--- config.mk ---
export PLATFORM = sky130hd
export DESIGN_NAME = button_debounce_rx
export DESIGN_NICKNAME = d
export VERILOG_FILES = /design/src/rtl/button_debounce_rx.sv
export SDC_FILE = /design/constraint.sdc
export NUM_CORES = 1
export LEC_CHECK = 0
export CAP_MARGIN = 20
export CORE_MARGIN = 2
export CORE_UTILIZATION = 38
export DETAILED_ROUTE_END_ITERATION = 7
export GPL_TIMING_DRIVEN = 0
export PLACE_DENSITY = 0.58
export SLEW_MARGIN = 20
export SYNTH_ARGS = -nofsm -noshare
export SYNTH_HDL_FRONTEND = slang
export SYNTH_SLANG_ARGS = --single-unit
--- constraint.sdc ---
create_clock -name clk -period 2.3 [get_ports clk]
set_input_delay 0.46 -clock clk [delete_from_list [all_inputs] [get_ports clk]]
set_output_delay 0.46 -clock clk [all_outputs]
set_load 0.1 [all_outputs]
--- src/rtl/button_debounce_rx.sv ---
// Multi-pin button debouncer: synchronizer, per-pin debounce FSM, edge pulses,
// and an event queue that reports (pin, direction) with a sticky loss flag.
module button_debounce_rx #(
    parameter int unsigned  WIDTH       = 4,
    parameter int unsigned  SYNC_STAGES = 2,
    parameter int unsigned  LOG2DELAY   = 16,
    parameter int unsigned  FIFO_DEPTH  = 4,
    localparam int unsigned IDX_W       = (WIDTH > 1) ? $clog2(WIDTH) : 1
) (
    input  logic             clk,
    input  logic             rst_n,
    input  logic [WIDTH-1:0] pin_in,
    output logic [WIDTH-1:0] level,
    output logic [WIDTH-1:0] rise,
    output logic [WIDTH-1:0] fall,
    output logic             evt_valid,
    input  logic             evt_ready,
    output logic [IDX_W-1:0] evt_idx,
    output logic             evt_dir,
    output logic             ovf,
    input  logic             ovf_clr
);
    localparam int unsigned          PTR_W    = (FIFO_DEPTH > 1) ? $clog2(FIFO_DEPTH) : 1;
    localparam int unsigned          CNT_W    = $clog2(FIFO_DEPTH + 1);
    localparam logic [LOG2DELAY-1:0] WIN_LAST = '1;

    localparam logic [1:0] STABLE_LO = 2'd0;
    localparam logic [1:0] WAIT_HI   = 2'd1;
    localparam logic [1:0] STABLE_HI = 2'd2;
    localparam logic [1:0] WAIT_LO   = 2'd3;

    // Synchronizer chain; only the last stage is used downstream
    logic [WIDTH-1:0] sync_q [SYNC_STAGES];
    logic [WIDTH-1:0] sync;

    always_ff @(posedge clk or negedge rst_n) begin
        if (!rst_n) begin
            for (int unsigned s = 0; s < SYNC_STAGES; s++) sync_q[s] <= '0;
        end else begin
            sync_q[0] <= pin_in;
            for (int unsigned s = 1; s < SYNC_STAGES; s++) sync_q[s] <= sync_q[s-1];
        end
    end

    assign sync = sync_q[SYNC_STAGES-1];

    logic [WIDTH-1:0] level_d;

    for (genvar i = 0; i < WIDTH; i++) begin : g_pin
        logic [1:0]           state_q, state_d;
        logic [LOG2DELAY-1:0] cnt_q, cnt_d;

        always_ff @(posedge clk or negedge rst_n) begin
            if (!rst_n) begin
                state_q <= STABLE_LO;
                cnt_q   <= '0;
            end else begin
                state_q <= state_d;
                cnt_q   <= cnt_d;
            end
        end

        // Window counter runs only while the new value holds; any revert restarts
        always_comb begin
            state_d = state_q;
            cnt_d   = '0;
            case (state_q)
                STABLE_LO: if (sync[i]) state_d = WAIT_HI;
                WAIT_HI: begin
                    if (!sync[i])              state_d = STABLE_LO;
                    else if (cnt_q == WIN_LAST) state_d = STABLE_HI;
                    else                        cnt_d   = cnt_q + 1'b1;
                end
                STABLE_HI: if (!sync[i]) state_d = WAIT_LO;
                WAIT_LO: begin
                    if (sync[i])               state_d = STABLE_HI;
                    else if (cnt_q == WIN_LAST) state_d = STABLE_LO;
                    else                        cnt_d   = cnt_q + 1'b1;
                end
                default: state_d = STABLE_LO;
            endcase
        end

        assign level_d[i] = (state_d == STABLE_HI) || (state_d == WAIT_LO);
    end

    always_ff @(posedge clk or negedge rst_n) begin
        if (!rst_n) begin
            level <= '0;
            rise  <= '0;
            fall  <= '0;
        end else begin
            level <= level_d;
            rise  <= level_d & ~level;
            fall  <= ~level_d & level;
        end
    end

    logic [WIDTH-1:0] chg_c, pend_q, pend_d, pdir_q, pdir_d;
    logic             sel_vld_c, sel_dir_c, push_c, pop_c, full_c, loss_c;
    logic [IDX_W-1:0] sel_c;

    assign chg_c = level_d ^ level;

    // Lowest-index pending event wins the single push slot
    always_comb begin
        sel_vld_c = 1'b0;
        sel_dir_c = 1'b0;
        sel_c     = '0;
        for (int i = int'(WIDTH) - 1; i >= 0; i--) begin
            if (pend_q[i]) begin
                sel_vld_c = 1'b1;
                sel_dir_c = pdir_q[i];
                sel_c     = IDX_W'(i);
            end
        end
    end

    logic [IDX_W-1:0] mem_idx [FIFO_DEPTH];
    logic             mem_dir [FIFO_DEPTH];
    logic [PTR_W-1:0] rd_q, wr_q, rd_d, wr_d;
    logic [CNT_W-1:0] count_q, count_d;
    logic [IDX_W-1:0] head_idx_d;
    logic             head_dir_d;

    assign full_c = (count_q == CNT_W'(FIFO_DEPTH));
    assign pop_c  = evt_valid && evt_ready;
    assign push_c = sel_vld_c && (!full_c || pop_c);

    function automatic logic [PTR_W-1:0] ptr_inc(input logic [PTR_W-1:0] p);
        return (p == PTR_W'(FIFO_DEPTH - 1)) ? '0 : p + 1'b1;
    endfunction

    // A fresh change overwrites an unpushed pending event and counts as a loss
    always_comb begin
        pend_d = pend_q;
        pdir_d = pdir_q;
        loss_c = 1'b0;
        for (int unsigned i = 0; i < WIDTH; i++) begin
            if (push_c && (sel_c == IDX_W'(i))) pend_d[i] = 1'b0;
            if (chg_c[i]) begin
                if (pend_q[i] && !(push_c && (sel_c == IDX_W'(i)))) loss_c = 1'b1;
                pend_d[i] = 1'b1;
                pdir_d[i] = level_d[i];
            end
        end
    end

    // Head is precomputed so evt_idx/evt_dir come straight from flops
    always_comb begin
        count_d    = count_q + CNT_W'(push_c) - CNT_W'(pop_c);
        rd_d       = pop_c  ? ptr_inc(rd_q) : rd_q;
        wr_d       = push_c ? ptr_inc(wr_q) : wr_q;
        head_idx_d = '0;
        head_dir_d = 1'b0;
        if (count_d != '0) begin
            if (push_c && (wr_q == rd_d)) begin
                head_idx_d = sel_c;
                head_dir_d = sel_dir_c;
            end else begin
                head_idx_d = mem_idx[rd_d];
                head_dir_d = mem_dir[rd_d];
            end
        end
    end

    always_ff @(posedge clk or negedge rst_n) begin
        if (!rst_n) begin
            pend_q    <= '0;
            pdir_q    <= '0;
            rd_q      <= '0;
            wr_q      <= '0;
            count_q   <= '0;
            evt_valid <= 1'b0;
            evt_idx   <= '0;
            evt_dir   <= 1'b0;
            ovf       <= 1'b0;
            for (int unsigned k = 0; k < FIFO_DEPTH; k++) begin
                mem_idx[k] <= '0;
                mem_dir[k] <= 1'b0;
            end
        end else begin
            pend_q    <= pend_d;
            pdir_q    <= pdir_d;
            rd_q      <= rd_d;
            wr_q      <= wr_d;
            count_q   <= count_d;
            evt_valid <= (count_d != '0);
            evt_idx   <= head_idx_d;
            evt_dir   <= head_dir_d;
            ovf       <= (ovf && !ovf_clr) || loss_c;
            if (push_c) begin
                mem_idx[wr_q] <= sel_c;
                mem_dir[wr_q] <= sel_dir_c;
            end
        end
    end

endmodule

==> results of run 1 <==
sequential cells by signal, summed over array words and instances, names as in the netlist, 3 cells and up:
name / cells
sync_q: 4
g_pin.cnt_q: 64
g_pin.state_q: 8
sync: 4
pend_q: 4
pdir_q: 4
fall: 4
count_q: 3
mem_dir: 4
mem_idx: 8
rise: 4
worst paths after layout:
path	start	to	cells after the start
setup / recovery	g_pin[2].cnt_q[8]$_DFF_PN0_	ovf$_DFF_PN0_	9
setup reg to reg	g_pin[2].cnt_q[8]$_DFF_PN0_	ovf$_DFF_PN0_	9
hold / removal	rst_n	g_pin[0].cnt_q[8]$_DFF_PN0_	1
max in group asynchronous	rst_n	mem_idx[6]$_DFFE_PN0P_	2
hold reg to reg	sync_q[5]$_DFF_PN0_	sync[1]$_DFF_PN0_	0
min in group clk	sync_q[5]$_DFF_PN0_	sync[1]$_DFF_PN0_	0
layout by cell type, fill, tap and decap left out, types with 9 or more instances in the layout:
cell type      instances
buf_4                 23
clkbuf_16             17
dfrtp_1              117
dlygate4sd2_1         16
ha_1                  11
inv_1                 25
mux2_2                17
nand2_1               31
nand3_1               24
nand4_1               11
nor2_1                85
nor3_1                 9
o21ai_0               10
xnor2_1               40
xor2_1                20
where the power goes:
part / leakage, nW / total (mW) / switching [mW] / internal, mW
clock network: 0.296 / 2.76 / 0.920 / 1.84
logic: 1.20 / 1.07 / 0.628 / 0.446
registers: 1.63 / 2.40 / 0.106 / 2.30
layer usage:
metal / vias up / track usage (%) / wire length (um)
li1: 1839 / - / -
met5: - / 0 / 0
met2: 39 / 23.6 / 5200
met3: 16 / 3.78 / 270
met1: 1851 / 18.0 / 4800
met4: 0 / 6.59 / 199
layout make-up:
cell class              instances  area, um2
plain buffers                   7       45.0
clock buffers                  25        505
clock inverters                 6        110
fillers                      1311       7420
inverters                      29        109
multi-input cells             351       2640
flip-flops and latches        122       3060
well taps                     184        230
repair buffers                 47        419
critical path, delay by kind of cell, from the launching register on:
family / cells / cell delay, ns
fa+ha+maj: 1 / 0.28
compound gates: 3 / 0.49
flops: 1 / 0.35
simple gates: 4 / 0.79
mux: 1 / 0.33
kinds of logic (layout without fill, tap and decap cells):
| kind of cell | count (synthesis) | after routing |
|---|---|---|
| and+or+nand+nor | 208 | 208 |
| DFF | 122 | 122 |
| xor gates and xnor gates | 62 | 62 |
| buffers and inverters | 36 | 114 |
| AOI/OAI and AO/OA | 35 | 35 |
| muxes | 26 | 26 |
| adders and majority gates | 20 | 20 |
repair_timing:
action,CTS,global route
setup buffers,20,2
pin swaps,14,3
endpoints found under the setup margin,25,7
resized for setup,34,11
per-stage QoR:
| step | instance area [um2] | std cells | hold WS [ns] | utilization [%] | power, mW |
|---|---|---|---|---|---|
| after CTS | 7060 | 769 | 0.0137 | 48.6 | 6.23 |
| after detailed placement | 6260 | 718 | 0.338 | 43.1 | 3.38 |
| final | 7120 | 771 | 0.00799 | 49.0 | 6.23 |
| after floorplan | 5760 | 509 | 0.164 | - | 3.14 |
| after global placement | 6230 | 717 | 0.333 | 42.9 | 3.35 |
| after global routing | 7120 | 771 | 0.0331 | 49.0 | 6.53 |
==> results.sh, run 1 <==
export IMPL_min_period_over_period_pct=103
export IMPL_num_vias=3745
export IMPL_hold_viol=0
export IMPL_max_freq_ghz=0.422
export IMPL_port_buffers=24
export IMPL_grtUsageTotal_pct=14.5
export IMPL_remaining_drc_errors=0
export IMPL_grt_pass1_vias=3901
export IMPL_rsz0062_at_grt="true"
export IMPL_min_period_ns=2.37
export IMPL_critPathMaxFanout=3
export IMPL_ys_seq_area_share_pct=54.1
export IMPL_synth_compound_area_share_pct=4.36
export IMPL_num_nets_final=603
export IMPL_clk_latency_ns=0.41
export IMPL_via_per_inst=4.86
export IMPL_reg2reg_setup_slack_ns=-0.07
export IMPL_io_pins=25
export IMPL_critPathMaxStageDelay_ns=0.35
export IMPL_synth_top_area_cell="dfrtp_1"
export IMPL_slowest_stage="dfrtp_1"
export IMPL_critPathLaunchType="flip-flop"
export IMPL_drv_slew=0
export IMPL_synth_area_um2=5650
export IMPL_yosysWarnings=0
export IMPL_hp_class="primary input to async pin"
export IMPL_synth_common_cells="dfrtp_1 (122), nor2_1 (85), xnor2_1 (42)"
export IMPL_synth_xor_area_share_pct=9.61
export IMPL_wire_per_inst_um=13.6
export IMPL_synthAdderAreaFrac_pct=4.56
export IMPL_row_count=44
export IMPL_synth_top_family_by_area="simple AND/OR/NAND/NOR gates"
export IMPL_clock_path_buffers=2
export IMPL_grt_pass1_wl_mm=18.4
export IMPL_synth_top_area_share_pct=54.1
export IMPL_syn_num_nets=537
export IMPL_htree_levels=4
export IMPL_grt_max_degree=68
export IMPL_synth_edff_count=0
export IMPL_maxSlewHeadroom_pct=35.0
export IMPL_place_hpwl_mm=6.94
export IMPL_antenna_found_initial=0
export IMPL_endpoint_kind="flip-flop"
export IMPL_yosysUniqueCellTypes=56
export IMPL_ant_nets=0
export IMPL_num_antenna_cells=0
export IMPL_cts_hold_buf=0
export IMPL_power_density_nw_per_um2=876
export IMPL_pre_cts_ws_ns=-0.784
export IMPL_cp_arrival_ns=2.64
export IMPL_path_class="flip-flop to flip-flop"
export IMPL_synth_top_flop_cell="dfrtp_1"
export IMPL_status="finished, violations left"
export IMPL_place_congestion=0.825
export IMPL_cap_viol_max_count=0
export IMPL_worst_slack_ns=-0.0700
export IMPL_yosysMostFrequentCell="dfrtp_1"
export IMPL_vdd_drop_max_uv=626
export IMPL_drive_gt1_share_pct=22.7
export IMPL_cts_root_buf="clkbuf_16"
export IMPL_synth_area_leaders="dfrtp_1 (54%), xnor2_1 (6.5%), nor2_1 (5.6%)"
export IMPL_cts_tree="done"
export IMPL_area_delta_synth_final_pct=26.0
export IMPL_tns_ns=-0.0700
export IMPL_violations="setup timing"
export IMPL_path_clk_slew_ns=0.05
export IMPL_syn_inst=509
export IMPL_synth_area_mux_share_pct=5.23
export IMPL_crit_required_ns=2.57
export IMPL_core_area_um2=14500
export IMPL_drtPass1Iterations=4
export IMPL_drt_iter0_markers=160
export IMPL_die_y_um=126
export IMPL_synth_simple_area_share_pct=19.5
export IMPL_syn_avg_cell_area_um2=11.1
export IMPL_path_cells="nand4_1, nor3_4, and4_1, mux2_4, ha_4, nand2b_4, o21ai_2, a222oi_1, o211ai_1"
export IMPL_fin_skew_ns=0.00562
export IMPL_async_flop_share_pct=100
export IMPL_die_area_um2=15900
export IMPL_ys_ff_latch=122
export IMPL_initial_utilization_pct=38.9
export IMPL_leakage_nw=3.12
export IMPL_dieWidth_um=126
export IMPL_setup_viol=1
export IMPL_cts_buffers=17
export IMPL_totalWireLength_mm=10.5
export IMPL_worstMarginPinSlew_ns=0.979
export IMPL_cts_sinks=122
export IMPL_grt_ovfl_total=0
Note: power is estimated with default switching activity, not from simulation.
==> inputs of run 2 (changes only) <==
CELL_PAD_IN_SITES_DETAIL_PLACEMENT = 0   (was unset)
CELL_PAD_IN_SITES_GLOBAL_PLACEMENT = 2   (was unset)
CORE_UTILIZATION = 37   (was 38)
GPL_ROUTABILITY_DRIVEN = 1   (was unset)
PLACE_DENSITY = 0.78   (was 0.58)
==> run 2 against run 1 <==
Compared with the run above:
- the run still ends with setup timing left
- maximum frequency is 0.86% higher
- routed wire length is 1.7% higher
- total power is 1.4% higher
- register-to-register slack better by 0.02 ns
- sequential share of layout area is 0.10 points lower
- flip-flop and latch count stayed put
- clock power is 3% higher
- combinational power hardly changed
- worst setup slack better by 0.020 ns
- via count is 0.80% lower
- clock skew is 0.0013 ns higher
- non-clock buffer count is 3 lower
- critical endpoint unchanged
- largest power group unchanged
==> results.sh, run 2 (synthesis results as in run 1) <==
export IMPL_status="finished, violations left"
export IMPL_violations="setup timing"
export IMPL_cp_arrival_ns=2.63
export IMPL_layout_commonest_cell="dfrtp_1"
export IMPL_largest_reg_flops=64
export IMPL_drt_iter0_markers=165
export IMPL_critPathTopFamily="simple AND/OR/NAND/NOR gates"
export IMPL_critPathMaxFanout=4
export IMPL_power_density_nw_per_um2=887
export IMPL_cap_viol_max_count=0
export IMPL_tns_ns=-0.0556
export IMPL_critPathBufInv=0
export IMPL_core_area_um2=15000
export IMPL_num_antenna_cells=0
export IMPL_area_delta_synth_final_pct=26.2
export IMPL_io_pins=25
export IMPL_min_period_over_period_pct=102
export IMPL_vdd_drop_max_uv=738
export IMPL_grt_pass1_wl_mm=18.2
export IMPL_r2r_cells=10
export IMPL_drv_slew=0
export IMPL_die_y_um=128
export IMPL_wire_per_inst_um=13.8
export IMPL_grt_ovfl_total=0
export IMPL_ant_nets=0
export IMPL_remaining_drc_errors=0
export IMPL_hp_class="primary input to async pin"
export IMPL_place_hpwl_mm=7.04
export IMPL_grt_pass1_vias=3872
export IMPL_worst_slack_ns=-0.0498
export IMPL_final_cell_mix="dfrtp_1 (118), nor2_1 (85), xnor2_1 (40)"
export IMPL_cts_buffers=17
export IMPL_path_cells="ha_4, nand3_4, nor3_4, and4_4, mux2_4, ha_4, nand2b_4, o21ai_2, a222oi_1, o211ai_1"
export IMPL_cp_endpoint="ovf$_DFF_PN0_"
export IMPL_rsz0062_at_grt="true"
export IMPL_htree_levels=4
export IMPL_endpoint_kind="flip-flop"
export IMPL_clock_path_buffers=2
export IMPL_setup_viol=2
export IMPL_hold_viol=0
export IMPL_num_vias=3715
export IMPL_worst_path_stages=10
export IMPL_die_area_um2=16300
export IMPL_slowest_stage="dfrtp_2"
export IMPL_reg2reg_setup_slack_ns=-0.05
export IMPL_crit_top_cell="ha_4"
export IMPL_port_buffers=24
export IMPL_power_total_mw=6.32
export IMPL_cts_sinks=122
export IMPL_path_class="flip-flop to flip-flop"
export IMPL_critPathMaxStageDelay_ns=0.38
export IMPL_initial_utilization_pct=37.6
export IMPL_totalWireLength_mm=10.7
export IMPL_dp_cells=722
export IMPL_cts_hold_buf=0
export IMPL_grtUsageTotal_pct=14.6
export IMPL_grt_max_degree=73
export IMPL_dieWidth_um=128
export IMPL_reg2reg_to="ovf$_DFF_PN0_"
export IMPL_crit_required_ns=2.58
export IMPL_via_per_inst=4.81
export IMPL_largest_registers="g_pin.cnt_q (64), g_pin.state_q (8), mem_idx (8)"
export IMPL_row_count=45
export IMPL_rr_startpoint="g_pin[2].cnt_q[1]$_DFF_PN0_"
export IMPL_top_register="g_pin.cnt_q"
export IMPL_worstMarginPinSlew_ns=0.995
export IMPL_cts_root_buf="clkbuf_16"
export IMPL_antenna_found_initial=0
export IMPL_place_congestion=0.727
export IMPL_path_clk_slew_ns=0.05
export IMPL_num_nets_final=600
export IMPL_final_cells=773
export IMPL_drive_gt1_share_pct=22.9
export IMPL_maxSlewHeadroom_pct=33.9
export IMPL_clk_latency_ns=0.42
export IMPL_leakage_nw=3.14
export IMPL_min_period_ns=2.35
export IMPL_max_freq_ghz=0.426
export IMPL_drtPass1Iterations=5
export IMPL_cts_tree="done"
export IMPL_critPathLaunchType="flip-flop"
export IMPL_fin_skew_ns=0.00692
export IMPL_cp_startpoint="g_pin[2].cnt_q[1]$_DFF_PN0_"
==> run 2: metal layers <==
layer	vias to the layer above	routed length, um	track usage (%)
met3	16	312	4.44
met2	38	5280	23.9
met4	0	201	6.59
met5	-	0	0
li1	1849	-	-
met1	1812	4850	17.6
==> run 2: what timing repair did <==
item,in CTS,in global routing
endpoints found under the setup margin,25,8
hold endpoints to repair,0,0
setup buffers,16,3
pin swaps,11,4
gates resized for setup,32,12
==> run 2: power breakdown <==
group	internal, mW	switching (mW)
registers	2.29	0.107
clock network	1.89	0.961
logic	0.433	0.639
total	4.62	1.71
==> run 2: worst min-delay path by stage <==
stage	endpoint	slack, ns	startpoint	cells after the start
after floorplan	count_q[0]$_DFF_PN0_	0.16	rst_n	0
after global placement	sync[3]$_DFF_PN0_	0.33	sync_q[7]$_DFF_PN0_	0
after detailed placement	sync[2]$_DFF_PN0_	0.34	sync_q[6]$_DFF_PN0_	0
after CTS	g_pin[0].cnt_q[9]$_DFF_PN0_	0.08	rst_n	1
after global routing	g_pin[0].cnt_q[9]$_DFF_PN0_	0.12	rst_n	1
final	g_pin[0].cnt_q[9]$_DFF_PN0_	0.07	rst_n	1
==> run 2: per-stage QoR <==
step	hold WS (ns)	setup slack (ns)	area, um2	util, %
2_1_floorplan	0.164	-0.120	5760	-
3_3_place_gp	0.334	-5.02	6230	41.5
3_5_place_dp	0.336	-0.800	6260	41.7
4_1_cts	0.0813	-0.0666	7070	47.0
5_1_grt	0.119	-0.199	7130	47.4
6_report	0.0665	-0.0498	7130	47.4
==> run 2: cell type report <==
cell class / count / area [um2]
Fill cell: 1378 / 7900
Sequential cell: 122 / 3060
Multi-Input combinational cell: 351 / 2650
Clock buffer: 20 / 467
Timing Repair Buffer: 44 / 390
Tap cell: 188 / 235
Clock inverter: 12 / 170
Inverter: 29 / 109
Buffer: 7 / 45.0
==> inputs of run 3 (changes only) <==
GPL_TIMING_DRIVEN = unset   (was 0)
==> run 3 against run 2 <==
Compared with the run above:
- the flow still finishes with violations (setup timing)
- worst hold slack worse by 0.060 ns
- critical endpoint unchanged
- design area is 2.1% higher
- flip-flop and latch count did not move
- global-route usage shrank 0.40 points
- via count is 1.5% higher
- non-clock buffer count is 24 higher
- register-to-register slack hardly changed
- largest cell class unchanged
- routed wire length fell by 3.2%
- clock skew about the same
==> results.sh, run 3 (synthesis results as in run 1) <==
export IMPL_power_density_nw_per_um2=905
export IMPL_final_cell_mix="dfrtp_1 (121), nor2_1 (85), buf_4 (67)"
export IMPL_worstMarginPinSlew_ns=0.603
export IMPL_final_cell_area_um2=7280
export IMPL_worst_slack_ns=-0.0448
export IMPL_fin_skew_ns=0.00697
export IMPL_critPathLaunchType="flip-flop"
export IMPL_grt_max_degree=50
export IMPL_layout_commonest_cell="dfrtp_1"
export IMPL_die_area_um2=16300
export IMPL_remaining_drc_errors=0
export IMPL_via_per_inst=4.73
export IMPL_num_nets_final=624
export IMPL_clock_path_buffers=2
export IMPL_wl_met2_mm=4.85
export IMPL_cts_root_buf="clkbuf_16"
export IMPL_drt_iter0_markers=172
export IMPL_min_period_ns=2.34
export IMPL_drv_slew=0
export IMPL_routed_wl_met3_um=336
export IMPL_endpoint_kind="flip-flop"
export IMPL_die_y_um=128
export IMPL_status="finished, violations left"
export IMPL_path_clk_slew_ns=0.06
export IMPL_row_count=45
export IMPL_hp_class="primary input to async pin"
export IMPL_place_congestion=0.826
export IMPL_io_pins=25
export IMPL_min_period_over_period_pct=102
export IMPL_r2r_cells=10
export IMPL_setup_viol=1
export IMPL_place_hpwl_mm=7.34
export IMPL_cap_viol_max_count=0
export IMPL_drive_gt1_share_pct=27.4
export IMPL_htree_levels=4
export IMPL_fin_worst_hold_slack_ns=0.00703
export IMPL_grt_pass1_wl_mm=17.8
export IMPL_area_delta_synth_final_pct=28.9
export IMPL_grt_pass1_vias=3826
export IMPL_totalWireLength_mm=10.3
export IMPL_hold_viol=0
export IMPL_dp_cells=762
export IMPL_wire_per_inst_um=12.9
export IMPL_vdd_drop_max_uv=546
export IMPL_path_class="flip-flop to flip-flop"
export IMPL_clk_latency_ns=0.42
export IMPL_cts_sinks=122
export IMPL_grt_ovfl_total=0
export IMPL_drtPass1Iterations=4
export IMPL_cts_tree="done"
export IMPL_antenna_found_initial=0
export IMPL_largest_reg_flops=64
export IMPL_highest_layer="met4"
export IMPL_leakage_nw=3.25
export IMPL_rsz0062_at_grt="true"
export IMPL_pre_cts_ws_ns=-0.515
export IMPL_top_register="g_pin.cnt_q"
export IMPL_grtUsageTotal_pct=14.2
export IMPL_final_cells=797
export IMPL_num_antenna_cells=0
export IMPL_largest_registers="g_pin.cnt_q (64), g_pin.state_q (8), mem_idx (8)"
export IMPL_crit_required_ns=2.58
export IMPL_cp_arrival_ns=2.63
export IMPL_dpl_cell_area_um2=6530
export IMPL_num_vias=3771
export IMPL_ant_nets=0
export IMPL_cts_buffers=17
export IMPL_critPathMaxFanout=3
export IMPL_maxSlewHeadroom_pct=59.5
export IMPL_core_area_um2=15000
export IMPL_dieWidth_um=128
export IMPL_violations="setup timing"
export IMPL_max_freq_ghz=0.426
export IMPL_initial_utilization_pct=37.6
export IMPL_m1WireLength_mm=4.94
export IMPL_port_buffers=24
export IMPL_fillers=1374
export IMPL_cts_hold_buf=0
==> run 3: layout make-up <==
cell class                      instances  area (um2)  area share (%)
Clock inverter                         12         241            3.32
Clock buffer                           20         457            6.27
Sequential cell                       122        3060            42.0
Multi-Input combinational cell        351        2580            35.4
Inverter                               29         109            1.50
Tap cell                              188         235            3.23
Timing Repair Buffer                   75         602            8.27
==> run 3: metal layers <==
metal	vias up	track usage [%]
li1	1893	-
met1	1830	17.7
met2	35	22.4
met3	13	4.69
met4	0	6.40
met5	-	0
==> run 3: stage by stage <==
stage               utilization [%]  setup TNS, ns  power [mW]
floorplan                         -         -0.226        3.14
global placement               43.4          -1.81        3.43
detailed placement             43.4          -2.15        3.46
CTS                            48.1        -0.0723        6.64
global route                   48.4         -0.467        6.89
finish                         48.4        -0.0448        6.59
==> run 3: critical path, stage by stage, from the launching register on <==
cell      delay, ns
dfrtp_1        0.39
ha_4           0.17
nand3_4        0.07
nor3_4         0.19
and4_4         0.24
mux2_4         0.32
ha_4           0.27
nand2b_4       0.12
o21ai_2        0.05
a222oi_1       0.27
o211ai_1       0.13
==> run 3: worst paths after layout <==
check / slack (ns) / startpoint / to
worst min-delay path: 0.007 / rst_n / g_pin[1].cnt_q[10]$_DFF_PN0_
max in group asynchronous: 1.68 / rst_n / g_pin[3].cnt_q[10]$_DFF_PN0_
worst min register to register: 0.35 / sync_q[7]$_DFF_PN0_ / sync[3]$_DFF_PN0_
worst max register to register: -0.04 / g_pin[2].cnt_q[0]$_DFF_PN0_ / ovf$_DFF_PN0_
worst max-delay path: -0.04 / g_pin[2].cnt_q[0]$_DFF_PN0_ / ovf$_DFF_PN0_
min in group clk: 0.35 / sync_q[7]$_DFF_PN0_ / sync[3]$_DFF_PN0_
==> run 3: report_power, final <==
group	internal, mW	switching [mW]	total [mW]
Sequential	2.29	0.107	2.40
Clock	2.19	0.935	3.13
Combinational	0.456	0.605	1.06
==> run 3: timing repair <==
| item | in CTS | in global routing |
|---|---|---|
| hold endpoints to repair | 0 | 0 |
| gates resized for setup | 2 | 9 |
| cloned | 0 | 0 |
| setup buffers | 1 | 2 |
| setup endpoints to repair | 5 | 6 |
| pin swaps | 8 | 9 |
